### src/rtl/mod_exp_ctrl.sv
// Left-to-right square-and-multiply controller computing X^E mod M.
// Drives an external Montgomery-product engine through a start/stop
// handshake: Montgomery entry of X and 1, one squaring per exponent bit
// (MSB first, leading zeros included), one multiply per set bit, exit
// by a product with 1, then a final conditional subtraction of M.
// Intermediate values live at BITLEN+1 bits (engine output is < 2M) and
// are handed back to the engine truncated to BITLEN, so the modulus must
// satisfy 2M < 2^BITLEN.
module mod_exp_ctrl #(
  parameter int BITLEN  = 64,
  parameter int EXP_LEN = 64
) (
  input  logic              clk,
  input  logic              rst,
  input  logic              go,
  input  logic [BITLEN-1:0] X,
  input  logic [EXP_LEN-1:0] E,
  input  logic [BITLEN-1:0] M,
  input  logic [BITLEN-1:0] R2,
  output logic              busy,
  output logic              done,
  output logic [BITLEN-1:0] result,
  output logic              mp_start,
  output logic [BITLEN-1:0] mp_A,
  output logic [BITLEN-1:0] mp_B,
  output logic [BITLEN-1:0] mp_M,
  input  logic              mp_stop,
  input  logic [BITLEN:0]   mp_P
);

  localparam int IW = (EXP_LEN > 1) ? $clog2(EXP_LEN) : 1;
  localparam logic [IW-1:0]     TOP_IDX = IW'(EXP_LEN - 1);
  localparam logic [BITLEN-1:0] ONE     = BITLEN'(1);

  typedef enum logic [2:0] {
    IDLE,
    PRE_X,
    PRE_ONE,
    SQR,
    MUL,
    POST,
    REDUCE,
    DONE
  } state_e;

  // Handshake sub-phase shared by every engine operation state.
  typedef enum logic [1:0] {
    ISSUE,
    WAIT_BUSY,
    WAIT_DONE
  } phase_e;

  state_e state_q;
  phase_e phase_q;

  // Operands latched when a request is accepted.
  logic [BITLEN-1:0]  x_q;
  logic [EXP_LEN-1:0] e_q;
  logic [BITLEN-1:0]  m_q;
  logic [BITLEN-1:0]  r2_q;

  // Running accumulator and Montgomery-form base, both kept unreduced (< 2M).
  logic [BITLEN:0]    a_q;
  logic [BITLEN:0]    xb_q;

  // Exponent bit currently being processed.
  logic [IW-1:0]      idx_q;

  // Registered outputs.
  logic               busy_q;
  logic               done_q;
  logic [BITLEN-1:0]  result_q;
  logic               mp_start_q;
  logic [BITLEN-1:0]  mp_a_q;
  logic [BITLEN-1:0]  mp_b_q;

  // Combinational helpers evaluated from the current state.
  logic [BITLEN-1:0]  op_a_d;
  logic [BITLEN-1:0]  op_b_d;
  logic               bit_set_d;
  logic               last_bit_d;
  logic               is_op_state_d;
  logic               ge_m_d;
  logic [BITLEN-1:0]  reduce_d;

  // Operand pair presented to the engine for the operation of each state.
  always_comb begin
    op_a_d = '0;
    op_b_d = '0;
    case (state_q)
      PRE_X: begin
        op_a_d = x_q;
        op_b_d = r2_q;
      end
      PRE_ONE: begin
        op_a_d = ONE;
        op_b_d = r2_q;
      end
      SQR: begin
        op_a_d = a_q[BITLEN-1:0];
        op_b_d = a_q[BITLEN-1:0];
      end
      MUL: begin
        op_a_d = a_q[BITLEN-1:0];
        op_b_d = xb_q[BITLEN-1:0];
      end
      POST: begin
        op_a_d = a_q[BITLEN-1:0];
        op_b_d = ONE;
      end
      default: begin
        op_a_d = '0;
        op_b_d = '0;
      end
    endcase
  end

  // Exponent bit inspection and operation-state decode.
  always_comb begin
    bit_set_d     = e_q[idx_q];
    last_bit_d    = (idx_q == '0);
    is_op_state_d = (state_q == PRE_X) || (state_q == PRE_ONE) ||
                    (state_q == SQR)   || (state_q == MUL)     ||
                    (state_q == POST);
  end

  // Final conditional subtraction; the difference always fits in BITLEN
  // bits because a < 2M means a - M < M.
  always_comb begin
    ge_m_d   = (a_q >= {1'b0, m_q});
    reduce_d = ge_m_d ? (a_q[BITLEN-1:0] - m_q) : a_q[BITLEN-1:0];
  end

  // Main sequencer: top-level state, handshake phase, datapath registers
  // and all registered outputs.
  always_ff @(posedge clk) begin
    if (rst) begin
      state_q    <= IDLE;
      phase_q    <= ISSUE;
      x_q        <= '0;
      e_q        <= '0;
      m_q        <= '0;
      r2_q       <= '0;
      a_q        <= '0;
      xb_q       <= '0;
      idx_q      <= '0;
      busy_q     <= 1'b0;
      done_q     <= 1'b0;
      result_q   <= '0;
      mp_start_q <= 1'b0;
      mp_a_q     <= '0;
      mp_b_q     <= '0;
    end else begin
      done_q     <= 1'b0;
      mp_start_q <= 1'b0;

      if (state_q == IDLE) begin
        if (go) begin
          x_q     <= X;
          e_q     <= E;
          m_q     <= M;
          r2_q    <= R2;
          busy_q  <= 1'b1;
          phase_q <= ISSUE;
          state_q <= PRE_X;
        end
      end else if (is_op_state_d) begin
        case (phase_q)
          // Only start once the engine reports idle; a run that follows
          // an abandoned one may find the engine still busy.
          ISSUE: begin
            if (mp_stop) begin
              mp_a_q     <= op_a_d;
              mp_b_q     <= op_b_d;
              mp_start_q <= 1'b1;
              phase_q    <= WAIT_BUSY;
            end
          end
          WAIT_BUSY: begin
            if (!mp_stop) begin
              phase_q <= WAIT_DONE;
            end
          end
          WAIT_DONE: begin
            if (mp_stop) begin
              phase_q <= ISSUE;
              case (state_q)
                PRE_X: begin
                  xb_q    <= mp_P;
                  state_q <= PRE_ONE;
                end
                PRE_ONE: begin
                  a_q     <= mp_P;
                  idx_q   <= TOP_IDX;
                  state_q <= SQR;
                end
                SQR: begin
                  a_q <= mp_P;
                  if (bit_set_d) begin
                    state_q <= MUL;
                  end else if (last_bit_d) begin
                    state_q <= POST;
                  end else begin
                    idx_q <= idx_q - 1'b1;
                  end
                end
                MUL: begin
                  a_q <= mp_P;
                  if (last_bit_d) begin
                    state_q <= POST;
                  end else begin
                    idx_q   <= idx_q - 1'b1;
                    state_q <= SQR;
                  end
                end
                POST: begin
                  a_q     <= mp_P;
                  state_q <= REDUCE;
                end
                default: state_q <= IDLE;
              endcase
            end
          end
          default: phase_q <= ISSUE;
        endcase
      end else if (state_q == REDUCE) begin
        result_q <= reduce_d;
        done_q   <= 1'b1;
        busy_q   <= 1'b0;
        state_q  <= DONE;
      end else begin
        // DONE: the done pulse is visible for this single cycle.
        state_q <= IDLE;
      end
    end
  end

  assign busy     = busy_q;
  assign done     = done_q;
  assign result   = result_q;
  assign mp_start = mp_start_q;
  assign mp_A     = mp_a_q;
  assign mp_B     = mp_b_q;
  assign mp_M     = m_q;

endmodule

### config.mk
export PLATFORM = sky130hd
export DESIGN_NAME = mod_exp_ctrl
export DESIGN_NICKNAME = d
export VERILOG_FILES = /design/src/rtl/mod_exp_ctrl.sv
export SDC_FILE = /design/constraint.sdc
export NUM_CORES = 1
export LEC_CHECK = 0
export CORE_MARGIN = 1
export CORE_UTILIZATION = 35
export CTS_CLUSTER_SIZE = 30
export DETAILED_ROUTE_END_ITERATION = 6
export SKIP_CTS_REPAIR_TIMING = 1
export SYNTH_ARGS = -nofsm -noshare
export SYNTH_HDL_FRONTEND = slang
export SYNTH_SLANG_ARGS = --single-unit
export TNS_END_PERCENT = 20
### constraint.sdc
create_clock -name clk -period 8.5 [get_ports clk]
set_clock_uncertainty 0.1 [all_clocks]
set_input_delay 0.85 -clock clk [delete_from_list [all_inputs] [get_ports clk]]
set_output_delay 0.85 -clock clk [all_outputs]
set_load 0.01 [all_outputs]
After elaboration in Yosys (flattened, before gate mapping) --
Index checks and enable logic that the tools add are counted.
Storage, ports and cells: bits in registers 591, latch bits 0, RAM bits 0, bits in read-only memories 0, input port bits 325, word-level logic and storage cells 94, memories kept 0
Operators by class: add/subtract/negate cells 2, multiply operators 0, divide/modulo/power cells 0, magnitude comparators 2, equality and inequality tests 17, shift operators 0, mux-type cells 31, bitwise logic cells 3, reductions and logical operators 24
Operator list (number):
- 64-bit one-hot mux with 4 select lines | 1
- 64-bit one-hot mux with 3 select lines | 1
- 65-bit by 64-bit >= comparator with 1-bit output | 1
- 64-bit two-way mux | 1
- 64-bit subtractor | 1
- 3-bit two-way mux | 9
- 6-bit one-hot mux with 3 select lines | 1
- 3-bit one-hot mux with 5 select lines | 1
- 5-bit AND reduction | 3
- 2-bit two-way mux | 6
- 6-bit two-way mux | 2
- 3-bit equality test, second input constant | 3
- 3-bit inequality test, second input constant | 3
- 4-bit AND reduction | 2
- 4-bit OR reduction | 2
- 6-bit by 7-bit less-than comparator with 1-bit output, second input constant | 1
- 1-bit two-way mux | 7
- 1-bit binary-select mux with 6-bit select | 1
- 3-bit by 2-bit equality test with 1-bit output, second input constant | 2
- 6-bit zero test | 1
- 2-bit one-hot mux with 3 select lines | 1
- 3-bit AND reduction | 2
- 6-bit AND reduction | 1
- 3-bit OR reduction | 2
- other kinds (17) | 24

Longest topological paths before layout --
Gate-level depths: netlist of the first run.
depth after elaboration 8, depth in mapped cells 15, depth with buffers taken out 14

Worst setup path before layout of the first run --
No wires, ideal clock.
path kind reg-to-reg, start point register m_q[0], in the netlist mp_M[0], end point register result_q[56], in the netlist result[56], setup time 74 ps, arrival 3118 ps, required time 8326 ps, setup slack 5207 ps, stages on the path, launching flop included 14, buffers on the path 0, clock period less this slack 3293 ps, cells stage by stage dfxtp_1 -> ha_1 -> inv_1 -> fa_1 -> a21o_1 -> a221oi_1 -> nand4bb_1 -> a21oi_1 -> nor2_1 -> o311a_1 -> o21ai_1 -> a21boi_0 -> mux2_2 -> a31oi_1
On the way: longest elaborated chain between the ends 2, elaborated cells between the ends (all ways) 3
Ends and longest elaborated chain:
- from (decl) | line 59 | logic [BITLEN-1:0] m_q;
- from (signal assigned) | line 142 | m_q <= '0;
- from (signal assigned) | line 161 | m_q <= M;
- 64-bit subtractor or 65-bit by 64-bit >= comparator with 1-bit output (tied branches) | line 131, 130
- 64-bit two-way mux (*) | line 131 | reduce_d = ge_m_d ? (a_q[BITLEN-1:0] - m_q) : a_q[BITLEN-1:0];
- to (signal assigned) | line 227 | result_q <= reduce_d;
- to (decl) | line 72 | logic [BITLEN-1:0] result_q;
Mark *: on every way between the ends. The rest lies on a longest branch, timed or not. A chain may end at the register's enable or synchronous reset.

Final worst setup path of the first run --
start point register m_q[12], in the netlist mp_M[12], end point register result_q[63], in the netlist result[63]
Same word-level chain as after synthesis.

==> results of run 1 <==
==> area by class of cell <==
class	count	area [um2]	area share, %
clock buffers	101	2060	5.66
well taps	1040	1300	3.57
diodes	4	10.0	0.0275
clock inverters	20	229	0.629
multi-input cells	2714	14600	40.0
repair buffers	609	6070	16.7
flip-flops and latches	591	11800	32.5
inverters	89	335	0.921
==> power by group through the flow <==
stage          Clock (mW)  Combinational (mW)  Sequential [mW]
2_1_floorplan           0               0.915             3.23
3_3_place_gp            0                1.76             3.21
3_5_place_dp            0                1.76             3.22
4_1_cts              3.07                1.77             3.16
5_1_grt              3.17                1.92             3.18
6_report             3.00                1.76             3.16
==> through the flow <==
step | setup slack, ps | total power, mW | std cells | cell area (um2) | utilization (%)
2_1_floorplan | 5210 | 4.14 | 3683 | 27800 | -
4_1_cts | 3890 | 8.00 | 5164 | 36400 | 46.7
6_report | 3950 | 7.92 | 5168 | 36400 | 46.7
3_3_place_gp | 4080 | 4.97 | 5043 | 34100 | 43.7
5_1_grt | 3600 | 8.27 | 5168 | 36400 | 46.7
3_5_place_dp | 3920 | 4.97 | 5043 | 34100 | 43.7
==> path summary, 6_finish.rpt <==
check / start / to / slack (ps) / depth (start not counted)
max reg2reg: mp_M[12] / result[63] / 3950 / 12
max: mp_M[12] / result[63] / 3950 / 12
min: e_q[19] / e_q[19] / 350 / 2
min reg2reg: e_q[19] / e_q[19] / 350 / 2
==> state kept, by name (all words and copies together) (netlist names), 2 cells and up <==
signal and flops:
idx_q 6, x_q 64, phase_q 2, mp_M 64
result 64, mp_A 64, e_q 64, state_q 3
a_q 65, mp_B 64, xb_q 64, r2_q 64
==> kinds of logic (layout without fill, tap and decap cells) <==
| family | after synthesis | in the layout | share of synthesized area (%) |
|---|---|---|---|
| XOR/XNOR | 53 | 53 | 1.67 |
| other | 0 | 4 | 0 |
| multiplexers | 90 | 90 | 4.15 |
| AO/OA/AOI/OAI | 933 | 933 | 20.3 |
| AND/OR/NAND/NOR | 1572 | 1572 | 23.0 |
| flip-flops | 591 | 591 | 42.6 |
| adder cells (fa/ha/maj) | 66 | 66 | 3.00 |
| buffers and inverters | 378 | 819 | 5.30 |
==> cells in the final DEF, fill, tap and decap left out, drive strengths merged, types with 25 or more instances in the layout <==
master | Yosys | routed
nor2 | 365 | 365
a311oi | 38 | 38
xnor2 | 34 | 34
a211oi | 84 | 84
inv | 88 | 90
mux2i | 68 | 68
clkbuf | 253 | 101
clkdlybuf4s50 | 0 | 582
nand2 | 948 | 948
a221oi | 69 | 69
nor3 | 151 | 151
dfxtp | 591 | 591
a21o | 25 | 25
buf | 36 | 27
o21ai | 60 | 60
ha | 65 | 65
a21oi | 560 | 560
==> metal layers <==
metal	part of all wire, %	routed length (um)	track usage [%]
met5	0.073	80	0
met4	3.3	3560	9.59
met3	6.4	6960	6.02
met2	47	51300	43.2
met1	43	47200	33.3
==> critical path, cell delays in order (launching register included) <==
cell and delay [ps]:
dfxtp_1 340, inv_1 50, ha_1 420, a21oi_1 280, nand2_1 70, o21ai_0 280, a21oi_1 220, o211ai_1 550
a2bb2oi_2 250, a21boi_4 750, buf_4 510, nor2_1 270, a221oi_1 340
==> run_results.csv, run 1 <==
group,metric,value,unit
outcome,outcome,"complete, no violations",
yosys,synth-seq-cells,591,
drt,num_vias,27611,
cts,h-tree-depth,3,
power_and_ir_drop,intPower,5.50,mW
grt,antenna_found_initial,11,
yosys,synth.distinct_cells,76,
power_and_ir_drop,pwr-share-seq,39.9,%
floorplan,die_h,284,um
drt,postRouteAntennaNets,0,
drt,drtIter0Drc,2124,
power_and_ir_drop,p_sw,2.42,mW
power_and_ir_drop,p_clk_share,37.9,%
yosys,syn_inst,3683,
cts,cts_tree,"yes",
yosys,ys.flop_type,"dfxtp_1",
yosys,yosys-top-cells-count,"948 x nand2_1, 591 x dfxtp_1, 560 x a21oi_1",
yosys,syn_nets,4074,
cts,path_clk_slew,60,ps
sta,fmax,220,MHz
drt,drc,0,
cts,numCtsBuffers,70,
sta,setup_viol,0,
sta,post-route-period-util,53.5,%
floorplan,row_count,102,
power_and_ir_drop,p_leak,13.0,nW
finish,fillers,7852,
sta,min_period,4550,ps
yosys,ys_seq_area_share,42.6,%
grt,grt_overflow,0,
job,maxCapViolCount,0,
yosys,synth_area_leaders,"dfxtp_1 43%, nand2_1 13%, a21oi_1 10%, nor2_1 4.9%, clkbuf_1 3.4%",
placement,portBuffers,583,
power_and_ir_drop,p_sw_share,30.5,%
yosys,yosys.area.top_type,"dfxtp_1",
floorplan,io_pins,584,
sta,holdWs,351,ps
finish,nets,4466,
power_and_ir_drop,combPwrFrac,22.2,%
drt,wl_per_cell,21.1,um
yosys,synth_top_area_share,42.6,%
placement,globalplace.congestion,0.876,
worst_setup_path,critPathKind,"reg2reg",
grt,grt_pass1_wl,165,mm
sta,tightest_slew,1160,ps
worst_hold_path,hold_class,"reg2reg",
sta,rsz0062_at_grt,"false",
drt,first_pass_iters,5,
yosys,avgSynthCellArea,7.54,um2
worst_setup_path,setup.worst_path.end_class,"register",
grt,first_global_vias,26553,
cts,clkSinkCount,591,
yosys,synthArstFlopShare,0,%
yosys,syn_area,0.0278,mm2
cts,clk_latency,630,ps
cts,cts.path.max_buffers,3,
grt,grt_max_degree,200,
worst_setup_path,worst_setup_path_start_kind,"register",
finish,syn_to_final_growth,31.1,%
drt,routed_wl,109,mm
sta,hold_viol,0,
worst_setup_path,arrival,4960,ps
sta,slew_viol_final,0,
worst_setup_path,cp_data_required_time,8910,ps
floorplan,initial_core_util,35.6,%
floorplan,dieArea,0.0805,mm2
floorplan,fp.dieW,284,um
finish,drive_gt1_share,4.53,%
sta,setup_tns,0,ps
floorplan,coreArea,0.0780,mm2
worst_setup_path,worstPathMaxFanout,34,
power_and_ir_drop,ir_drop,170,uV
sta,maxSlewHeadroom,22.7,%
yosys,synth.most_common_cell,"nand2_1",
cts,cts_root_buf,"clkbuf_16",
power_and_ir_drop,powerDensity,218,mW/mm2
yosys,synth_edf_count,0,
grt,grt_usage,26.2,%
drt,routed_via_density,5.34,
placement,post-dp-hpwl,74.1,mm
yosys,yosysWarnings,0,
No activity file was read; power rests on OpenSTA's default activity.
==> run 2, diff against run 1 <==
- clock period: 8.5 -> 3.9 ns (I/O delays scaled with it)
==> run 2 against run 1 <==
Against the previous run:
- clock power rose by 120%
- final cell count rose by 1.7%
- final area rose by 2.4%
- combinational power rose by 120%
- total power rose by 120%
- maximum frequency rose by 25%
- register-to-register slack got worse by 3700 ps
- critical path depth did not move
- critical endpoint is now result[60]
==> run_results.csv, run 2 (synthesis gave the netlist of run 1 again) <==
group,metric,value,unit
worst_setup_path,crit_end,"result[60]",
sta,tightest_slew,964,ps
drt,drtIter0Drc,2032,
cts,cts_tree,"yes",
finish,fillers,7800,
worst_setup_path,r2r_cells,12,
finish,seq_area,0.0118,mm2
sta,post-route-period-util,93.1,%
power_and_ir_drop,p_clk_share,37.6,%
worst_setup_path,crit_path_start,"mp_M[0]",
finish,drive_gt1_share,6.53,%
worst_hold_path,worstHoldPathCells,2,
worst_setup_path,critPathKind,"reg2reg",
floorplan,dieArea,0.0805,mm2
sta,slew_viol_final,0,
drt,wl_per_cell,20.7,um
cts,cts.path.max_buffers,3,
sta,min_period,3630,ps
sta,hold_viol,0,
power_and_ir_drop,p_sw_share,30.2,%
worst_setup_path,r2r-end,"result[60]",
power_and_ir_drop,p_sw,5.23,mW
worst_setup_path,setup.worst_path.end_class,"register",
floorplan,die_h,284,um
sta,setup_viol,0,
job,maxCapViolCount,0,
worst_hold_path,hold_class,"in2reg",
placement,portBuffers,583,
worst_setup_path,worst_setup_path_start_kind,"register",
finish,multi_input_area,0.0146,mm2
worst_setup_path,r2r_setup_slack,270,ps
floorplan,io_pins,584,
cts,path_clk_slew,70,ps
finish,final_common_cell,"nand2_1",
grt,grt_pass1_wl,165,mm
drt,routed_wl,109,mm
drt,first_pass_iters,6,
power_and_ir_drop,p_leak,13.6,nW
floorplan,initial_core_util,35.6,%
cts,clkSinkCount,591,
floorplan,coreArea,0.0780,mm2
floorplan,row_count,102,
power_and_ir_drop,pwr-share-seq,39.5,%
drt,routed_via_density,5.28,
worst_setup_path,worstPathMaxFanout,3,
drt,num_vias,27776,
cts,numCtsBuffers,69,
finish,largest_register_ffs,65,
drt,drc,0,
floorplan,fp.dieW,284,um
finish,final_area,0.0373,mm2
grt,first_global_vias,26799,
worst_setup_path,arrival,4060,ps
power_and_ir_drop,ir_drop,314,uV
cts,h-tree-depth,3,
sta,setup_tns,0,ps
power_and_ir_drop,intPower,12.1,mW
sta,fmax,275,MHz
outcome,outcome,"complete, no violations",
finish,nets,4552,
cts,clk_latency,630,ps
grt,antenna_found_initial,8,
finish,syn_to_final_growth,34.3,%
grt,grt_max_degree,162,
grt,grt_usage,26.3,%
grt,grt_overflow,0,
sta,holdWs,103,ps
power_and_ir_drop,powerDensity,464,mW/mm2
cts,cts_root_buf,"clkbuf_16",
placement,post-dp-hpwl,76.9,mm
power_and_ir_drop,combPwrFrac,22.8,%
worst_setup_path,r2r-start,"mp_M[0]",
finish,final_cell_mix,"944 x nand2_1, 589 x dfxtp_1, 582 x clkdlybuf4s50_1, 558 x a21oi_1, 362 x nor2_1",
finish,largest_register,"a_q",
placement,place_area,0.0350,mm2
sta,maxSlewHeadroom,35.7,%
placement,globalplace.congestion,0.874,
worst_setup_path,cp_data_required_time,4320,ps
sta,rsz0062_at_grt,"false",
drt,postRouteAntennaNets,0,
==> run 2: area by class of cell <==
type / instances / share of cell area (%)
multi-input cells: 2714 / 39.1
flip-flops and latches: 591 / 31.7
repair buffers: 696 / 18.7
clock buffers: 98 / 5.24
well taps: 1040 / 3.49
inverters: 89 / 0.899
clock inverters: 23 / 0.751
diodes: 6 / 0.0403
==> run 2: metal layers <==
| layer | vias up | GRT usage, % | routed length (um) |
|---|---|---|---|
| li1 | 13591 | - | - |
| met1 | 13114 | 32.9 | 45900 |
| met2 | 876 | 43.4 | 51300 |
| met3 | 191 | 6.92 | 8040 |
| met4 | 4 | 9.12 | 3580 |
| met5 | - | 0 | 22 |
==> run 2: how the worst min path moves through the flow <==
stage               slack, ps     start  endpoint
floorplan                 330  r2_q[63]  r2_q[63]
global placement          340   e_q[24]   e_q[24]
detailed placement        340   e_q[43]   e_q[43]
CTS                        80       rst   e_q[40]
global route              100       rst   e_q[57]
finish                    100       rst    e_q[9]
==> run 2: power by group through the flow <==
| stage | Combinational (mW) | Clock [mW] | Sequential (mW) |
|---|---|---|---|
| floorplan | 1.99 | 0 | 7.04 |
| global placement | 3.94 | 0 | 6.95 |
| detailed placement | 3.94 | 0 | 6.97 |
| CTS | 3.96 | 6.63 | 6.84 |
| global route | 4.30 | 6.89 | 6.90 |
| finish | 3.95 | 6.52 | 6.84 |
==> run 2: worst max-delay path: stages (launching register included) <==
cell and delay [ps]:
dfxtp_1 360, ha_1 190, inv_1 60, fa_1 400
a21o_1 230, a221oi_2 350, nand4bb_1 310, a21oi_1 160
nor2_2 240, o31a_1 270, o21ai_0 210, a2111o_1 480
a211oi_2 180
==> run 2: through the flow <==
stage	total power, mW	util, %	setup WS (ps)	instances
2_1_floorplan	9.03	-	607	3683
3_3_place_gp	10.9	44.9	120	5130
3_5_place_dp	10.9	44.9	48.5	5130
4_1_cts	17.4	47.8	16.6	5251
5_1_grt	18.1	47.8	8.19	5257
6_report	17.3	47.8	267	5257
==> run 3, diff against run 2 <==
- HOLD_SLACK_MARGIN: not set -> 0.1
==> run 3 against run 2 <==
Against the previous run:
- utilization barely moved
- final cell count is essentially flat
- global-route usage did not move
- setup slack gained 20 ps
- largest power group unchanged
- clock power about the same
- flip-flop and latch count did not move
- critical path type unchanged
- maximum frequency is 0.54% higher
- non-clock buffer count grew 1
- final area hardly changed
==> run_results.csv, run 3 (synthesis gave the netlist of run 1 again) <==
group,metric,value,unit
worst_setup_path,slowest_delay,480,ps
placement,globalplace.congestion,0.874,
drt,first_pass_iters,6,
placement,detailedPlace.worstSlack,48.5,ps
worst_setup_path,r2r-end,"result[60]",
worst_hold_path,worstHoldPathCells,3,
grt,grt_usage,26.3,%
cts,cts.path.max_buffers,3,
grt,grt_pass1_wl,165,mm
sta,setup_viol,0,
floorplan,row_count,102,
grt,first_global_vias,26799,
power_and_ir_drop,p_leak,13.6,nW
worst_setup_path,crit_path_cell_trace,"ha_1 > inv_1 > fa_1 > a21o_1 > a221oi_2 > nand4bb_1 > a21oi_1 > nor2_2 > o31a_1 > o21ai_0 > a2111o_1 > a211oi_2",
placement,portBuffers,583,
sta,tightest_slew,961,ps
cts,clkSinkCount,591,
power_and_ir_drop,ir_drop,315,uV
finish,final_common_cell,"nand2_1",
floorplan,die_h,284,um
sta,maxSlewHeadroom,35.9,%
worst_hold_path,hold_class,"in2reg",
drt,routed_via_density,5.29,
worst_setup_path,worst_setup_path_start_kind,"register",
worst_setup_path,r2r_cells,12,
drt,drc,0,
power_and_ir_drop,powerDensity,464,mW/mm2
grt,grt_max_degree,162,
worst_setup_path,r2r-start,"mp_M[0]",
sta,post-route-period-util,92.6,%
drt,num_vias,27822,
worst_setup_path,setup.worst_path.end_class,"register",
outcome,outcome,"complete, no violations",
worst_setup_path,arrival,4040,ps
floorplan,fp.dieW,284,um
floorplan,coreArea,0.0780,mm2
finish,final_area,0.0373,mm2
finish,largest_register_ffs,65,
finish,final_cell_count_no_fill,5258,
finish,drive_gt1_share,6.53,%
cts,cts_tree,"yes",
cts,path_clk_slew,70,ps
floorplan,initial_core_util,35.6,%
grt,grt_overflow,0,
sta,slew_viol_final,0,
cts,h-tree-depth,3,
worst_hold_path,hold-path-endpoint,"e_q[50]",
sta,hold_viol,0,
sta,fmax,277,MHz
job,maxCapViolCount,0,
drt,wl_per_cell,20.7,um
worst_setup_path,worstPathMaxFanout,3,
sta,holdWs,210,ps
cts,clk_latency,630,ps
worst_hold_path,worstHoldStart,"E[50]",
drt,postRouteAntennaNets,0,
sta,rsz0062_at_grt,"false",
sta,fin_ws,287,ps
placement,post-place-cells,5130,
finish,syn_to_final_growth,34.4,%
finish,largest_register,"a_q",
floorplan,dieArea,0.0805,mm2
placement,post-dp-hpwl,76.9,mm
drt,routed_wl,109,mm
sta,min_period,3610,ps
finish,nets,4553,
sta,setup_tns,0,ps
worst_setup_path,r2r_setup_slack,290,ps
placement,place_area,0.0350,mm2
cts,numCtsBuffers,69,
worst_setup_path,critPathKind,"reg2reg",
floorplan,io_pins,584,
worst_setup_path,cpMaxStageDelayCell,"a2111o_1",
cts,cts_root_buf,"clkbuf_16",
finish,final_cell_mix,"944 x nand2_1, 589 x dfxtp_1, 582 x clkdlybuf4s50_1, 558 x a21oi_1, 362 x nor2_1",
worst_setup_path,cp_data_required_time,4320,ps
drt,drtIter0Drc,1995,
grt,antenna_found_initial,8,
-- run 3: cell count changes in the layout (fill, tap and decap cells not counted), sizes merged --
cell | before | now
dlygate4sd3 | 0 | 1
-- run 3: routing by layer --
metal	track usage, %	up-vias	part of all wire [%]
li1	-	13598	-
met1	32.9	13115	42
met2	43.4	915	47
met3	6.92	190	7.6
met4	9.12	4	3.2
met5	0	-	0.020
-- run 3: area by class of cell --
class,instances,area [um2]
Fill cell,7799,40700
Multi-Input combinational cell,2714,14600
Sequential cell,591,11800
Timing Repair Buffer,697,6990
Clock buffer,98,1960
Tap cell,1040,1300
Inverter,89,335
Clock inverter,23,280
Antenna cell,6,15.0
-- run 3: worst max-delay path, delay by kind of cell, from the launching register on --
family / cells / cell delay [ps]
AOI/OAI and AO/OA: 7 / 1870
adders and majority gates: 2 / 580
buffers and inverters: 1 / 60
DFF: 1 / 360
and+or+nand+nor: 2 / 540
-- run 3: power by group --
group          internal [mW]  switching, mW
Sequential              6.53          0.311
Combinational           1.71           2.23
Clock                   3.83           2.68
Total                   12.1           5.22
-- run 3: how the worst max path moves through the flow --
stage / startpoint / endpoint / slack (ps)
2_1_floorplan: mp_M[0] / result[56] / 610
3_3_place_gp: mp_M[0] / result[54] / 120
3_5_place_dp: mp_M[0] / result[54] / 50
4_1_cts: mp_M[0] / result[54] / 20
5_1_grt: mp_M[0] / result[54] / 8
6_report: mp_M[0] / result[60] / 290
-- run 3: through the flow --
step                      power, mW  util, %
final                          17.3     47.8
after detailed placement       10.9     44.9
after floorplan                9.03        -
after CTS                      17.4     47.8
after global placement         10.9     44.9
after global routing           18.1     47.8
